<file path="src/rtl/network_seq_pkg.sv">
// Shared types and helpers for the sequenced stochastic network: sequencer
// state encoding, config-map offsets, LFSR tap masks and output scaling.
package network_seq_pkg;

  typedef enum logic [1:0] {
    S_IDLE = 2'd0,
    S_SEED = 2'd1,
    S_RUN  = 2'd2,
    S_DONE = 2'd3
  } seq_state_e;

  // Config map is row-major: w1[h][i], b1[h], w2[o][h], b2[o].
  function automatic int w1_base();
    return 0;
  endfunction

  function automatic int b1_base(input int i_sz, input int h_sz);
    return w1_base() + h_sz * i_sz;
  endfunction

  function automatic int w2_base(input int i_sz, input int h_sz);
    return b1_base(i_sz, h_sz) + h_sz;
  endfunction

  function automatic int b2_base(input int i_sz, input int h_sz, input int o_sz);
    return w2_base(i_sz, h_sz) + o_sz * h_sz;
  endfunction

  function automatic int cfg_depth(input int i_sz, input int h_sz, input int o_sz);
    return b2_base(i_sz, h_sz, o_sz) + o_sz;
  endfunction

  // Right-shifting Galois masks giving a maximal-length sequence (period 2^w-1).
  function automatic logic [31:0] lfsr_taps(input int w);
    case (w)
      4:       return 32'h0000_000C;
      5:       return 32'h0000_0014;
      6:       return 32'h0000_0030;
      7:       return 32'h0000_0060;
      8:       return 32'h0000_00B8;
      9:       return 32'h0000_0110;
      10:      return 32'h0000_0240;
      11:      return 32'h0000_0500;
      12:      return 32'h0000_0E08;
      13:      return 32'h0000_1C80;
      14:      return 32'h0000_3802;
      15:      return 32'h0000_6000;
      default: return 32'h0000_B400;
    endcase
  endfunction

  // Scale a ones-count down to the data width; a full window clamps to max
  // instead of wrapping to zero.
  function automatic logic [31:0] sat_shift(input logic [31:0] cnt, input int sh, input int dw);
    logic [31:0] v;
    logic [31:0] mx;
    v  = cnt >> sh;
    mx = (32'd1 << dw) - 32'd1;
    return (v > mx) ? mx : v;
  endfunction

endpackage

</file>
<file path="src/rtl/network_sequencer.sv">
// Evaluation sequencer: input/output handshakes, one-cycle reseed pulse,
// fixed-length run window with a warm-up region that is not counted.
module network_sequencer
  import network_seq_pkg::*;
#(
  parameter int STREAM_LEN = 256,
  parameter int PIPE_LAT   = 2
) (
  input  logic clk,
  input  logic rst,
  input  logic in_valid,
  input  logic out_ready,
  output logic in_ready,
  output logic accept,
  output logic out_valid,
  output logic busy,
  output logic seed_pulse,
  output logic count_en,
  output logic last_cnt
);

  localparam int RUN_LEN = PIPE_LAT + STREAM_LEN;
  localparam int CNTW    = $clog2(RUN_LEN);

  seq_state_e      state_q;
  logic [CNTW-1:0] cnt_q;
  logic            seed_pulse_q;

  // in_ready is held low for as long as rst is asserted.
  assign in_ready   = (state_q == S_IDLE) && !rst;
  assign accept     = in_valid && in_ready;
  assign out_valid  = (state_q == S_DONE);
  assign busy       = (state_q == S_SEED) || (state_q == S_RUN);
  assign seed_pulse = seed_pulse_q;
  assign count_en   = (state_q == S_RUN) && (cnt_q >= CNTW'(PIPE_LAT));
  assign last_cnt   = (state_q == S_RUN) && (cnt_q == CNTW'(RUN_LEN - 1));

  // State machine, run-window counter and glitch-free reseed pulse.
  // NOTE: sequential state uses non-blocking assignments so every flop samples
  // pre-edge values regardless of statement order.
  always_ff @(posedge clk or posedge rst) begin
    if (rst) begin
      state_q      <= S_IDLE;
      cnt_q        <= '0;
      seed_pulse_q <= 1'b0;
    end else begin
      seed_pulse_q <= 1'b0;
      unique case (state_q)
        S_IDLE: begin
          if (accept) begin
            state_q      <= S_SEED;
            seed_pulse_q <= 1'b1;
          end
        end
        S_SEED: begin
          state_q <= S_RUN;
          cnt_q   <= '0;
        end
        S_RUN: begin
          if (last_cnt) state_q <= S_DONE;
          else          cnt_q   <= cnt_q + CNTW'(1);
        end
        S_DONE: begin
          if (out_ready) state_q <= S_IDLE;
        end
        default: state_q <= S_IDLE;
      endcase
    end
  end

endmodule

</file>
<file path="src/rtl/network_sequenced.sv">
// Input -> hidden -> output stochastic network with a loadable weight/bias
// file. Each value v becomes a bitstream (lfsr <= v); multiply is AND and
// neuron accumulation is OR. Results are ones-counts over a fixed window.
module network_sequenced
  import network_seq_pkg::*;
#(
  parameter int INPUT_SIZE  = 2,
  parameter int HIDDEN_SIZE = 2,
  parameter int OUTPUT_SIZE = 1,
  parameter int DATA_WIDTH  = 8,
  parameter int STREAM_LEN  = 256,
  parameter int PIPE_LAT    = 2,
  parameter int SEED        = 25,
  parameter int CFG_DEPTH   = cfg_depth(INPUT_SIZE, HIDDEN_SIZE, OUTPUT_SIZE),
  parameter int CFG_AW      = $clog2(CFG_DEPTH)
) (
  input  logic                              clk,
  input  logic                              rst,
  input  logic                              cfg_we,
  input  logic [CFG_AW-1:0]                 cfg_addr,
  input  logic [DATA_WIDTH-1:0]             cfg_wdata,
  output logic                              cfg_ack,
  input  logic                              in_valid,
  output logic                              in_ready,
  input  logic [INPUT_SIZE*DATA_WIDTH-1:0]  in_data,
  output logic                              out_valid,
  input  logic                              out_ready,
  output logic [OUTPUT_SIZE*DATA_WIDTH-1:0] out_data,
  output logic                              busy
);

  localparam int LOG_SL = $clog2(STREAM_LEN);
  localparam int CW     = LOG_SL + 1;
  localparam int SHIFT  = LOG_SL - DATA_WIDTH;
  localparam int W1_B   = w1_base();
  localparam int B1_B   = b1_base(INPUT_SIZE, HIDDEN_SIZE);
  localparam int W2_B   = w2_base(INPUT_SIZE, HIDDEN_SIZE);
  localparam int B2_B   = b2_base(INPUT_SIZE, HIDDEN_SIZE, OUTPUT_SIZE);
  localparam logic [DATA_WIDTH-1:0] TAPS = DATA_WIDTH'(lfsr_taps(DATA_WIDTH));

  logic accept, seed_pulse, count_en, last_cnt, sub_rst_n, cfg_hit;

  logic [DATA_WIDTH-1:0]             cfg_q [CFG_DEPTH];
  logic [INPUT_SIZE*DATA_WIDTH-1:0]  in_q;
  logic [DATA_WIDTH-1:0]             in_lfsr_q [INPUT_SIZE];
  logic [DATA_WIDTH-1:0]             l1_lfsr_q, l2_lfsr_q;
  logic [INPUT_SIZE-1:0]             x_bit;
  logic [HIDDEN_SIZE-1:0]            hid_d, hid_q;
  logic [OUTPUT_SIZE-1:0]            out_d, out_bit_q;
  logic [CW-1:0]                     ones_q [OUTPUT_SIZE];
  logic [OUTPUT_SIZE*DATA_WIDTH-1:0] out_data_q;
  logic                              cfg_ack_q;

  network_sequencer #(
    .STREAM_LEN(STREAM_LEN),
    .PIPE_LAT  (PIPE_LAT)
  ) u_seq (
    .clk       (clk),
    .rst       (rst),
    .in_valid  (in_valid),
    .out_ready (out_ready),
    .in_ready  (in_ready),
    .accept    (accept),
    .out_valid (out_valid),
    .busy      (busy),
    .seed_pulse(seed_pulse),
    .count_en  (count_en),
    .last_cnt  (last_cnt)
  );

  // Datapath state restarts from its seeds on every reseed pulse.
  assign sub_rst_n = !(rst | seed_pulse);
  assign cfg_hit   = cfg_we && in_ready && (int'(cfg_addr) < CFG_DEPTH);
  assign cfg_ack   = cfg_ack_q;
  assign out_data  = out_data_q;

  function automatic logic [DATA_WIDTH-1:0] lfsr_next(input logic [DATA_WIDTH-1:0] s);
    return s[0] ? ((s >> 1) ^ TAPS) : (s >> 1);
  endfunction

  // Config file, input latch, write acknowledge and result register.
  // NOTE: the weight file is reset explicitly because a cleared network is
  // the documented post-reset behaviour; storage without that need stays unreset.
  always_ff @(posedge clk or posedge rst) begin
    if (rst) begin
      for (int k = 0; k < CFG_DEPTH; k++) cfg_q[k] <= '0;
      in_q       <= '0;
      cfg_ack_q  <= 1'b0;
      out_data_q <= '0;
    end else begin
      cfg_ack_q <= cfg_hit;
      for (int k = 0; k < CFG_DEPTH; k++)
        if (cfg_hit && (cfg_addr == CFG_AW'(k))) cfg_q[k] <= cfg_wdata;
      if (accept) in_q <= in_data;
      if (last_cnt)
        for (int o = 0; o < OUTPUT_SIZE; o++)
          out_data_q[o*DATA_WIDTH +: DATA_WIDTH] <= DATA_WIDTH'(sat_shift(
            32'(ones_q[o]) + 32'(out_bit_q[o]), SHIFT, DATA_WIDTH));
    end
  end

  // Bitstream generation and both neuron layers, combinationally.
  // NOTE: every output gets a default at the top so no path can infer a latch.
  always_comb begin
    x_bit = '0;
    hid_d = '0;
    out_d = '0;
    for (int i = 0; i < INPUT_SIZE; i++)
      x_bit[i] = (in_lfsr_q[i] <= in_q[i*DATA_WIDTH +: DATA_WIDTH]);
    for (int h = 0; h < HIDDEN_SIZE; h++) begin
      hid_d[h] = (l1_lfsr_q <= cfg_q[B1_B+h]);
      for (int i = 0; i < INPUT_SIZE; i++)
        hid_d[h] = hid_d[h] | (x_bit[i] & (l1_lfsr_q <= cfg_q[W1_B+h*INPUT_SIZE+i]));
    end
    for (int o = 0; o < OUTPUT_SIZE; o++) begin
      out_d[o] = (l2_lfsr_q <= cfg_q[B2_B+o]);
      for (int h = 0; h < HIDDEN_SIZE; h++)
        out_d[o] = out_d[o] | (hid_q[h] & (l2_lfsr_q <= cfg_q[W2_B+o*HIDDEN_SIZE+h]));
    end
  end

  // Generators, layer registers and ones-counters, all reseeded per evaluation.
  always_ff @(posedge clk or negedge sub_rst_n) begin
    if (!sub_rst_n) begin
      for (int i = 0; i < INPUT_SIZE; i++) in_lfsr_q[i] <= DATA_WIDTH'(SEED + 5 * i);
      l1_lfsr_q <= DATA_WIDTH'(SEED);
      l2_lfsr_q <= DATA_WIDTH'(SEED);
      hid_q     <= '0;
      out_bit_q <= '0;
      for (int o = 0; o < OUTPUT_SIZE; o++) ones_q[o] <= '0;
    end else begin
      for (int i = 0; i < INPUT_SIZE; i++) in_lfsr_q[i] <= lfsr_next(in_lfsr_q[i]);
      l1_lfsr_q <= lfsr_next(l1_lfsr_q);
      l2_lfsr_q <= lfsr_next(l2_lfsr_q);
      hid_q     <= hid_d;
      out_bit_q <= out_d;
      if (count_en)
        for (int o = 0; o < OUTPUT_SIZE; o++) ones_q[o] <= ones_q[o] + CW'(out_bit_q[o]);
    end
  end

endmodule

</file>
<file path="config.mk">
export PLATFORM = sky130hd
export DESIGN_NAME = network_sequenced
export DESIGN_NICKNAME = d
export VERILOG_FILES = /design/src/rtl/network_seq_pkg.sv /design/src/rtl/network_sequencer.sv /design/src/rtl/network_sequenced.sv
export SDC_FILE = /design/constraint.sdc
export NUM_CORES = 1
export LEC_CHECK = 0
export ABC_AREA = 1
export CAP_MARGIN = 30
export CORE_MARGIN = 4
export CORE_UTILIZATION = 60
export CTS_BUF_LIST = sky130_fd_sc_hd__clkbuf_8
export CTS_CLUSTER_DIAMETER = 200
export DETAILED_ROUTE_END_ITERATION = 8
export PLACE_DENSITY = 0.8
export SETUP_SLACK_MARGIN = 0.1
export SLEW_MARGIN = 20
export SYNTH_ARGS = -nofsm -noshare
export SYNTH_HDL_FRONTEND = slang
export SYNTH_SLANG_ARGS = --single-unit
</file>
<file path="constraint.sdc">
create_clock -name clk -period 6.4 [get_ports clk]
set_input_delay 1.28 -clock clk [delete_from_list [all_inputs] [get_ports clk]]
set_output_delay 1.28 -clock clk [all_outputs]
set_load 0.05 [all_outputs]
</file>
==> Word-level counts from Yosys, hierarchy flattened <==
Index checks and enable logic that the tools add are counted.
{ "totals": {"register_bits": 153, "out_inout_bits": 12, "in_bits": 33, "word_cells": 107} }
{ "classes": {"n_eq_ne": 16, "bitwise_logic": 17, "magnitude_cmp": 14, "add_sub_neg": 3, "mux": 13, "reduce_logical": 22} }
{ "op_table": {"columns": ["cell", "n"], "rows": [
  ["$le A8 B8 Y1", 11],
  ["$mux W8", 5],
  ["$pmux W9 S2", 1],
  ["$eq A4 B3 Y1 const B", 4],
  ["$not A3 Y4", 4],
  ["$logic_and A1 B1 Y1", 15],
  ["$add A9 B1 Y10", 1],
  ["$gt A10 B8 Y1 const B", 1],
  ["$add A9 B1 Y9", 1],
  ["$add A9 B1 Y9 const B", 1],
  ["$eq A9 B9 Y1 const B", 1],
  ["$ge A9 B2 Y1 const B", 1],
  ["$mux W9", 1],
  ["$eq A4 B2 Y1 const B", 2],
  ["$pmux W2 S4", 1],
  ["$or A1 B1 Y1", 7],
  ["$and A1 B1 Y1", 6],
  ["$mux W2", 3],
  ["$ne A2 B2 Y1 const B", 3],
  ["$eq A2 B2 Y1 const B", 2],
  ["$eq A4 B1 Y1 const B", 1],
  ["$eq A4 B4 Y1 const B", 1],
  ["$logic_not A4 Y1", 1],
  ["$lt A4 B4 Y1 const B", 1],
  ["other kinds (9)", 10]
]} }

==> Logic depth before layout (Yosys ltp) <==
Gate-level depths: netlist (run 1).
{ "depth": {"ltp_word": 5, "mapped_depth": 12} }

==> Modules after synthesis <==
A second synthesis (run 1) with hierarchy kept.
{ "hier_totals": {"cells_unflattened": 979, "area_unflattened_um2": 8314.2} }
{ "by_module_without_submodules": {"columns": ["mod", "area_per_inst_um2", "n_inst", "cells_each"], "rows": [
  ["network_sequenced", 7430.9, 1, 856],
  ["network_sequencer", 883.3, 1, 123]
]} }

==> Worst setup path after synthesis (run 1) <==
OpenSTA, ideal clock, no wires.
{ "synth_timing": {"path_type": "input to output", "startpoint": "in rst", "endpoint": "out in_ready", "setup_slack_ps": 367, "path_stages": 3, "arrival_time_ps": 4753, "n_path_buf": 0, "cell_sequence": "inv_1 > nand2_1 > inv_1"} }
{ "synth_between": {"elab_chain_cells": 2} }
{ "synth_lines": {"columns": ["element", "line", "text"], "rows": [
  ["from (decl)", "network_sequenced.sv:18", "input logic rst,"],
  ["$logic_not A1 Y1", "network_sequencer.sv:30", "assign in_ready = (state_q == S_IDLE) && !rst;"],
  ["$logic_and A1 B1 Y1", "network_sequencer.sv:30", null],
  ["to (decl)", "network_sequenced.sv:24", "output logic in_ready,"]
]} }
No other way between the ends.

==> Final worst setup path (run 1) <==
Ends and elaborated chain as after synthesis.

==> metrics.txt, run 1 <==
cts repair resizes 0; Core Rows 42; Reg power frac about 43%; Worst Path Required just over 5 ns; Worst Reg2Reg Path Length in Cells 7; total wire length 16.6 mm; Die ar. 15700 µm²; area of the core 13400 µm²; final setup violation count 0; number of remaining DRC errors 0; GR Overflow Total 0; initial antenna violation count 0; synthesized net count roughly 1100; R2R Path Start u_seq.state_q[0]$_DFFE_PP0P_; Fmax achieved around 210 MHz; Pleak 4.85 nW; Sw Share 35.2%; fillers roughly 1100; R2R setup slack about 4.3 ns; 1st-iter DRT viols 403; clock tree buffer depth 2; WHS Path Cells 0; Setup crit start kind primary input; Vias 6189; Yosys reg bits between 150 and 200; status complete, no violations; synthesized area about 8300 µm²; Post-CTS Hold Buffers 0; pins over their slew limit 0; Die Height 125 µm; Final Cycle Share 74.0%; area leader, netlist dfrtp_1; arrival time worst endpoint 3.46 ns; slowest CP cell clkdlybuf4s50_1; register area share after synthesis 46.4%; Die W 125 µm; Post-DRT Antenna Nets 0; EDFF count, synth 0; min-delay src in_lfsr_q[2]$_DFF_PP1_; # H-tree levels 4; GRT Resource Usage Total 22.4%; Internal 1.87 mW; number of I/O port buffers 44; yosys warns 0; Clk pin slew, worst setup/hold paths ~0.080 ns; # clock sinks 153; TritonCTS clock tree built; final design utilization 69.2%; GPL Wtd Cong 0.847; global-route wire length before repair 28.3 mm; multi-input logic area 3770 µm²; RSZ-0062 raised after global routing no; Crit Path Max Fanout 45; DR pass1 iterations 5; fin crit period 4.74 ns; clk_lat worst skew 0.46 ns; Distinct cells, synth 34; FF/Latch Area 3840 µm²; ys async rst share between 90% and 100%; Layout area overhead 11.9%; post-DR vias/cell around 5.2; Critical Path Sink Type output pin; Max VDD drop 0.160 mV; n_diodes 0; R2R Path End out_data[3]$_DFFE_PP0P_; Root Buffer clkbuf_8; I/O pin count between 40 and 50; Comb pwr share between 30% and 40%; total CTS buffers 17; Pwr Density between 300 and 400 nW/µm²; commonest non-fill, non-tap cell in the layout nand2_1; Hold Vio Cnt, Final 0; Initial Utilization ~62%; Max transition margin between 40 and 50%; max incr delay on CP around 0.8 ns; vias in the first global route 6070; Sw Pwr 1.02 mW; Detail Placement HPWL roughly 12 mm; largest net degree at the start of global routing between 60 and 70; Avg WL per Cell 14.0 µm; Min-Delay Path Class flop to flop; syn_area_per_cell about 8.7 µm²; clock power share 26.5%; max-cap violations 0; share of the synthesized area in the top cell type 42.3%; Post-Synthesis Cells 950; most frequent cells in the layout nand2_1, inv_1, dfrtp_1; Post-CTS Setup Inserts 0; NumNets Final 1130; critical path class primary input to output pin; hold endpoint in_lfsr_q[1]$_DFF_PP1_; share of layout cells above drive strength 1 7.40%; clock skew 0.0109 ns; cell breakdown of the critical path clkdlybuf4s50_1 > inv_4 > nand2_1 > inv_1 > clkdlybuf4s50_1; Area contributors post-synth dfrtp_1, ha_1, nand2_1; setup TNS 0 ns; Post-synth top flop dfrtp_1; Least-Margin Pin Slew 0.837 ns; crit-path most repeated cell clkdlybuf4s50_1
-- Yosys cell counts (2+ instances only) --
master and number:
o21ai_2 9, a21o_1 4, inv_2 2, clkbuf_1 5, nand3_1 20, ha_1 97
nor3_1 3, dfstp_2 13, nand2_2 2, o21ai_1 65, dfrtp_1 140, buf_6 9
xor2_1 16, nand4_1 11, o21a_1 7, o22ai_1 3, xnor2_1 3, inv_1 144
o21ai_0 29, a21oi_1 32, nand2_1 249, nand2_4 9, o21bai_1 3, nor2_1 65
-- cell type report --
class,instances,area share [%]
multi-input combinational,635,40.6
tap,176,2.38
clock inverter,10,1.26
timing repair buffer,47,5.04
inverter,146,5.94
sequential,153,41.5
clock buffer,22,3.27
-- sequential cells by signal, indices dropped and copies added, names as in the netlist --
| register | flops |
|---|---|
| l2_lfsr_q | 8 |
| out_bit_q | 1 |
| cfg_ack | 1 |
| cfg_q | 72 |
| u_seq.state_q | 2 |
| u_seq.cnt_q | 9 |
| ones_q | 9 |
| in_lfsr_q | 16 |
| l1_lfsr_q | 8 |
| hid_q | 2 |
| out_data | 8 |
| u_seq.seed_pulse | 1 |
| in_q | 16 |
-- worst max-delay path: cells and delay by family --
kind	cells	cell delay [ns]
buf+inv	4	1.85
simple gates	1	0.31
-- kinds of logic after synthesis --
family | after synthesis | share of synthesized area, %
fa+ha+maj | 97 | 14.7
compound gates | 155 | 10.3
flops | 153 | 46.4
simple gates | 364 | 18.4
buf+inv | 162 | 8.22
xor+xnor | 19 | 2.01
-- how the worst max path moves through the flow --
| stage | from | end | cells after the start |
|---|---|---|---|
| 2_1_floorplan | rst | in_ready | 3 |
| 3_3_place_gp | rst | in_ready | 5 |
| 3_5_place_dp | rst | in_ready | 5 |
| 4_1_cts | rst | in_ready | 5 |
| 5_1_grt | rst | in_ready | 5 |
| 6_report | rst | in_ready | 5 |
-- power groups by stage --
stage	logic, mW	registers (mW)	clock network, mW
floorplan	0.681	1.22	0
global placement	0.848	1.24	0
detailed placement	0.886	1.25	0
CTS	0.896	1.23	0.774
global route	1.05	1.25	0.811
finish	0.889	1.23	0.763
-- routing by layer --
metal	routed length [µm]	vias to the layer above	GRT usage, %	share of wire, %
met4	277	0	6.70	1.7
met2	8220	86	37.9	49
met3	552	25	5.29	3.3
li1	-	3137	-	-
met5	0	-	0	0
met1	7580	2941	28.8	46
-- metrics by stage --
stage | setup WS [ns] | cell area (µm²) | hold slack, ns | power (mW) | cells
4_1_cts | 1.59 | 9260 | 0.373 | 2.90 | 1188
2_1_floorplan | 0.367 | 8280 | 0.356 | 1.91 | 950
3_5_place_dp | 1.58 | 8840 | 0.360 | 2.13 | 1156
3_3_place_gp | 1.61 | 8840 | 0.362 | 2.09 | 1156
5_1_grt | 1.49 | 9270 | 0.381 | 3.11 | 1189
6_report | 1.66 | 9270 | 0.376 | 2.88 | 1189
Power figures use the tool's default switching activity.
==> run 2, diff against run 1 <==
clock period = 4.8 ns   (was 6.4 ns; I/O delays follow)
==> run 2 against run 1 <==
Die area unchanged. Critical endpoint unchanged. Flip-flop and latch count unchanged. Non-clock buffer count grew 2. Critical path type unchanged. Final area rose by 0.77%. Global-route usage down 0.18 points. Final cell count is 0.17% higher. Register-to-register slack lost 1.6 ns. First-iteration DRC count is 3.2% lower. Worst setup slack got worse by 0.45 ns. Sequential share of layout area shrank 0.32 points. Combinational power up 33%.
==> metrics.txt, run 2 (synthesis results as in run 1) <==
status complete, no violations; Clk pin slew, worst setup/hold paths 0.09 ns (about the same); Core Rows 42 (unchanged); Root Buffer clkbuf_8; share of layout cells above drive strength 1 7.68% (+0.28 points); Hold Vio Cnt, Final 0 (unchanged); commonest non-fill, non-tap cell in the layout nand2_1; Internal 2.61 mW (+40%); Largest Register cfg_q; Post-CTS Hold Buffers 0 (unchanged); Vias 6146 (-0.69%); # H-tree levels 4 (unchanged); GPL Wtd Cong 0.812 (-4.2%); clock skew 0.00760 ns (-0.00329 ns); Final Instance Area 9340 µm² (+0.77%); WHS Path Cells 0 (unchanged); DR pass1 iterations 7 (+2); RSZ-0062 raised after global routing no; pins over their slew limit 0 (unchanged); critical path class primary input to output pin; slowest CP cell clkdlybuf4s50_1; number of I/O port buffers 44 (unchanged); cts repair resizes 0 (unchanged); Post-CTS Setup Inserts 0 (unchanged); Die Height 125 µm (unchanged); max FFs per register 72 (unchanged); post-DR vias/cell 5.16 (-0.86%); met2 usage in global routing 36.8% (-1.2 points); Sw Pwr 1.38 mW (+36%); Fmax achieved between 200 and 300 MHz; most frequent cells in the layout nand2_1, inv_1, dfrtp_1; Min-Delay Path Class flop to flop; clk_lat worst skew 0.47 ns (about the same); Setup crit start kind primary input; Min Hold Slack 0.368 ns (-0.00743 ns); total CTS buffers 17 (unchanged); Post-DRT Antenna Nets 0 (unchanged); area of the core 13400 µm² (unchanged); vias in the first global route 5986 (-1.4%); Global Route met1 Usage 29.4% (+0.53 points); Final Cycle Share around 75%; number of remaining DRC errors 0 (unchanged); Largest regs cfg_q: 72 flops, in_lfsr_q: 16 flops, in_q: 16 flops; fin crit period 3.59 ns; # clock sinks 153 (unchanged); Max transition margin 45.3% (+1.1 points); global-route wire length before repair 28.3 mm (about the same); Sw Share 34.6% (-0.66 points); setup TNS 0 ns (unchanged); arrival time worst endpoint 2.63 ns (-0.83 ns); Reg power frac 41.2% (-1.5 points); NumNets Final 1132 (+0.18%); Critical Path Sink Type output pin; Least-Margin Pin Slew 0.819 ns (-0.0181 ns); Crit Path Max Fanout 3 (-93%); Top Usage Layer GRT met2; GRT Resource Usage Total 22.3% (-0.18 points); largest net degree at the start of global routing 66 (-1.5%); met3 Use GR 5.33% (+0.043 points); TritonCTS clock tree built; clock power share 29.2% (+2.7 points); final worst slack 1.21 ns (-0.448 ns); Die W 125 µm (unchanged); n_diodes 0 (unchanged); final setup violation count 0 (unchanged); placed instance area 8860 µm² (+0.27%); initial antenna violation count 0 (unchanged); Initial Utilization 61.8% (unchanged); Worst Reg2Reg Path Length in Cells 10 (+3); total wire length 16.6 mm (about the same); Comb pwr share 29.6% (-1.2 points); max-cap violations 0 (unchanged); I/O pin count 45 (unchanged); Pleak 4.89 nW (+0.83%); Detail Placement HPWL 11.5 mm (-1.8%); Avg WL per Cell 14.0 µm (-0.20%); Die ar. 15700 µm² (unchanged); Layout area overhead 12.8%; 1st-iter DRT viols 390 (-3.2%); cell breakdown of the critical path clkdlybuf4s50_1 > clkinvlp_4 > nand2_1 > inv_1 > clkdlybuf4s50_1; Pwr Density 427 nW/µm² (+37%); Worst Path Required 3.84 ns (-1.28 ns); clock tree buffer depth 2 (unchanged); crit-path most repeated cell clkdlybuf4s50_1; Max VDD drop 0.255 mV (+59%); Place WS 1.20 ns (-0.380 ns); max incr delay on CP 0.70 ns (-0.10 ns); GR Overflow Total 0 (unchanged)
## run 2: layer usage
metal	vias to the layer above	part of all wire (%)
met5	-	0
met4	0	2.1
met3	39	4.0
met2	134	48
met1	2839	46
li1	3134	-
## run 2: power groups by stage
stage | Sequential (mW) | Combinational (mW) | Clock, mW
finish | 1.64 | 1.18 | 1.17
global route | 1.67 | 1.38 | 1.24
CTS | 1.64 | 1.19 | 1.18
detailed placement | 1.66 | 1.17 | 0
global placement | 1.66 | 1.13 | 0
floorplan | 1.63 | 0.908 | 0
## run 2: through the flow
stage	power (mW)	cells	util, %
after floorplan	2.54	950	-
after CTS	4.02	1191	69.7
after global placement	2.79	1159	66.1
after detailed placement	2.83	1159	66.1
final	3.99	1191	69.7
after global routing	4.29	1191	69.7
## run 2: area by class of cell
| type | instances | area [µm²] |
|---|---|---|
| tap | 176 | 220 |
| inverter | 146 | 552 |
| timing repair buffer | 49 | 478 |
| fill | 1072 | 4060 |
| clock inverter | 13 | 216 |
| multi-input combinational | 635 | 3770 |
| sequential | 153 | 3840 |
| clock buffer | 19 | 262 |
## run 2: worst max-delay path, delay by kind of cell
family / cells / cell delay [ns]
buffers and inverters: 4 / 1.45
and+or+nand+nor: 1 / 0.21
## run 2: worst paths after layout
| check | startpoint | end | slack, ns |
|---|---|---|---|
| setup / recovery | rst | in_ready | 1.21 |
| hold / removal | in_lfsr_q[3]$_DFF_PP1_ | in_lfsr_q[2]$_DFF_PP1_ | 0.37 |
| setup reg to reg | u_seq.state_q[0]$_DFFE_PP0P_ | u_seq.state_q[0]$_DFFE_PP0P_ | 2.77 |
| hold reg to reg | in_lfsr_q[3]$_DFF_PP1_ | in_lfsr_q[2]$_DFF_PP1_ | 0.37 |
| max in group asynchronous | rst | cfg_q[12]$_DFFE_PP0P_ | 2.47 |
| min in group asynchronous | u_seq.seed_pulse$_DFF_PP0_ | in_lfsr_q[15]$_DFF_PP0_ | 0.50 |
==> run 3, diff against run 2 <==
clock period = 3.4 ns   (was 4.8 ns; I/O delays follow)
==> run 3 against run 2 <==
Via count fell by 1.1%. Global-route usage rose by 0.072 points. Worst setup slack got worse by 0.53 ns. Critical endpoint is now busy. Critical path depth fell by 2. Sequential share of layout area rose by 0.33 points. Die area did not move. Combinational power rose by 43%. Highest routed layer unchanged.
==> metrics.txt, run 3 (synthesis results as in run 1) <==
status complete, no violations; global-route wire length before repair 28.4 mm (+0.17%); number of remaining DRC errors 0 (unchanged); Pwr Density 586 nW/µm² (+37%); WP buf/inv 2 (-2); Max transition margin 51.4% (+6.1 points); TritonCTS clock tree built; GRT Resource Usage Total 22.3% (+0.072 points); cell breakdown of the critical path inv_1 > ha_1 > clkdlybuf4s50_1; number of I/O port buffers 44 (unchanged); Largest regs cfg_q: 72 flops, in_lfsr_q: 16 flops, in_q: 16 flops; final setup violation count 0 (unchanged); Vias 6079 (-1.1%); max incr delay on CP 0.80 ns (+0.10 ns); Initial Utilization 61.8% (unchanged); cell count after placement 1158 (-0.086%); GR Overflow Total 0 (unchanged); RSZ-0062 raised after global routing no; Max VDD drop 0.271 mV (+5.9%); largest net degree at the start of global routing 56 (-15%); Critical Path Sink Type output pin; pins over their slew limit 0 (unchanged); total wire length 16.5 mm (-1.0%); area of the core 13400 µm² (unchanged); vias in the first global route 6071 (+1.4%); Post-CTS Hold Buffers 0 (unchanged); NumNets Final 1131 (-0.088%); # clock sinks 153 (unchanged); GPL Wtd Cong 0.832 (+2.5%); slowest CP cell clkdlybuf4s50_1; max-cap violations 0 (unchanged); clock tree buffer depth 2 (unchanged); crit-path leading delay family buffers and inverters; Die ar. 15700 µm² (unchanged); Die Height 125 µm (unchanged); Core Rows 42 (unchanged); max FFs per register 72 (unchanged); Post-CTS Setup Inserts 0 (unchanged); fin cells 1190 (-0.084%); clk_lat worst skew 0.45 ns (-0.02 ns); Setup crit start kind flop; cts repair resizes 0 (unchanged); commonest non-fill, non-tap cell in the layout nand2_1; post-DR vias/cell 5.11 (-1.0%); share of layout cells above drive strength 1 7.50% (-0.19 points); critical path class flop to output pin; initial antenna violation count 0 (unchanged); Hold Vio Cnt, Final 0 (unchanged); Pleak 4.87 nW (-0.52%); 1st-iter DRT viols 429 (+10%); Layout area overhead 11.9%; Largest Register cfg_q; final design utilization 69.1% (-0.56 points); placed instance area 8850 µm² (-0.11%); fin crit period between 2 and 3 ns; Clk pin slew, worst setup/hold paths 0.08 ns (about the same); Avg WL per Cell 13.8 µm (-0.93%); most frequent cells in the layout nand2_1, inv_1, dfrtp_1; I/O pin count 45 (unchanged); Least-Margin Pin Slew 0.729 ns (-0.0896 ns); Post-DRT Antenna Nets 0 (unchanged); DR pass1 iterations 5 (-2); Min-Delay Path Class flop to flop; # H-tree levels 4 (unchanged); Final Cycle Share 79.9%; Crit Path Max Fanout 4 (+1); n_diodes 0 (unchanged); Worst Path Required 2.72 ns (-1.12 ns); Die W 125 µm (unchanged); total CTS buffers 17 (unchanged); clock skew 0.00787 ns (+0.000268 ns); Detail Placement HPWL 11.8 mm (+2.3%); arrival time worst endpoint 2.04 ns (-0.59 ns); Fmax achieved between 300 and 400 MHz; Final Instance Area 9270 µm² (-0.80%); Root Buffer clkbuf_8
[run 3: changes by cell type in the layout (fill, tap and decap cells not counted)]
cell / previous run / this run
clkinv_4: 5 / 1
clkinv_2: 1 / 4
bufinv_16: 5 / 3
inv_1: 143 / 145
clkdlybuf4s50_1: 44 / 43
clkinvlp_4: 1 / 2
[run 3: worst paths after layout]
| path | cells past startpoint | slack (ns) | end | start |
|---|---|---|---|---|
| min in group asynchronous | 2 | 0.50 | in_lfsr_q[0]$_DFF_PP0_ | u_seq.seed_pulse$_DFF_PP0_ |
| min | 0 | 0.37 | in_lfsr_q[1]$_DFF_PP1_ | in_lfsr_q[2]$_DFF_PP1_ |
| max in group asynchronous | 4 | 1.33 | cfg_q[6]$_DFFE_PP0P_ | rst |
| max | 3 | 0.68 | busy | u_seq.state_q[0]$_DFFE_PP0P_ |
| max reg2reg | 10 | 1.39 | u_seq.state_q[0]$_DFFE_PP0P_ | u_seq.state_q[0]$_DFFE_PP0P_ |
| min reg2reg | 0 | 0.37 | in_lfsr_q[1]$_DFF_PP1_ | in_lfsr_q[2]$_DFF_PP1_ |
[run 3: area by class of cell]
class,instances,area [µm²]
fill,1088,4140
sequential,153,3840
multi-input combinational,635,3770
inverter,146,552
timing repair buffer,48,468
clock buffer,19,262
tap,176,220
clock inverter,13,151
[run 3: per-stage QoR]
stage	TNS [ns]	power (mW)	hold slack (ns)	setup slack, ns
after floorplan	-0.718	3.59	0.356	-0.446
after global placement	0	3.95	0.361	0.774
after detailed placement	0	4.03	0.361	0.772
after CTS	0	5.48	0.378	0.649
after global routing	0	5.89	0.384	0.572
final	0	5.43	0.374	0.683
[run 3: power breakdown]
group	switching [mW]	leakage, nW	internal (mW)
Clock	0.667	0.219	0.760
Combinational	1.06	2.64	0.624
Sequential	0.180	2.01	2.14
[run 3: metal layers]
layer	vias up	global-route usage (%)	part of all wire [%]
li1	3127	-	-
met3	25	4.18	3.4
met4	0	7.33	1.5
met2	105	38.4	50
met5	-	0	0
met1	2822	28.6	45
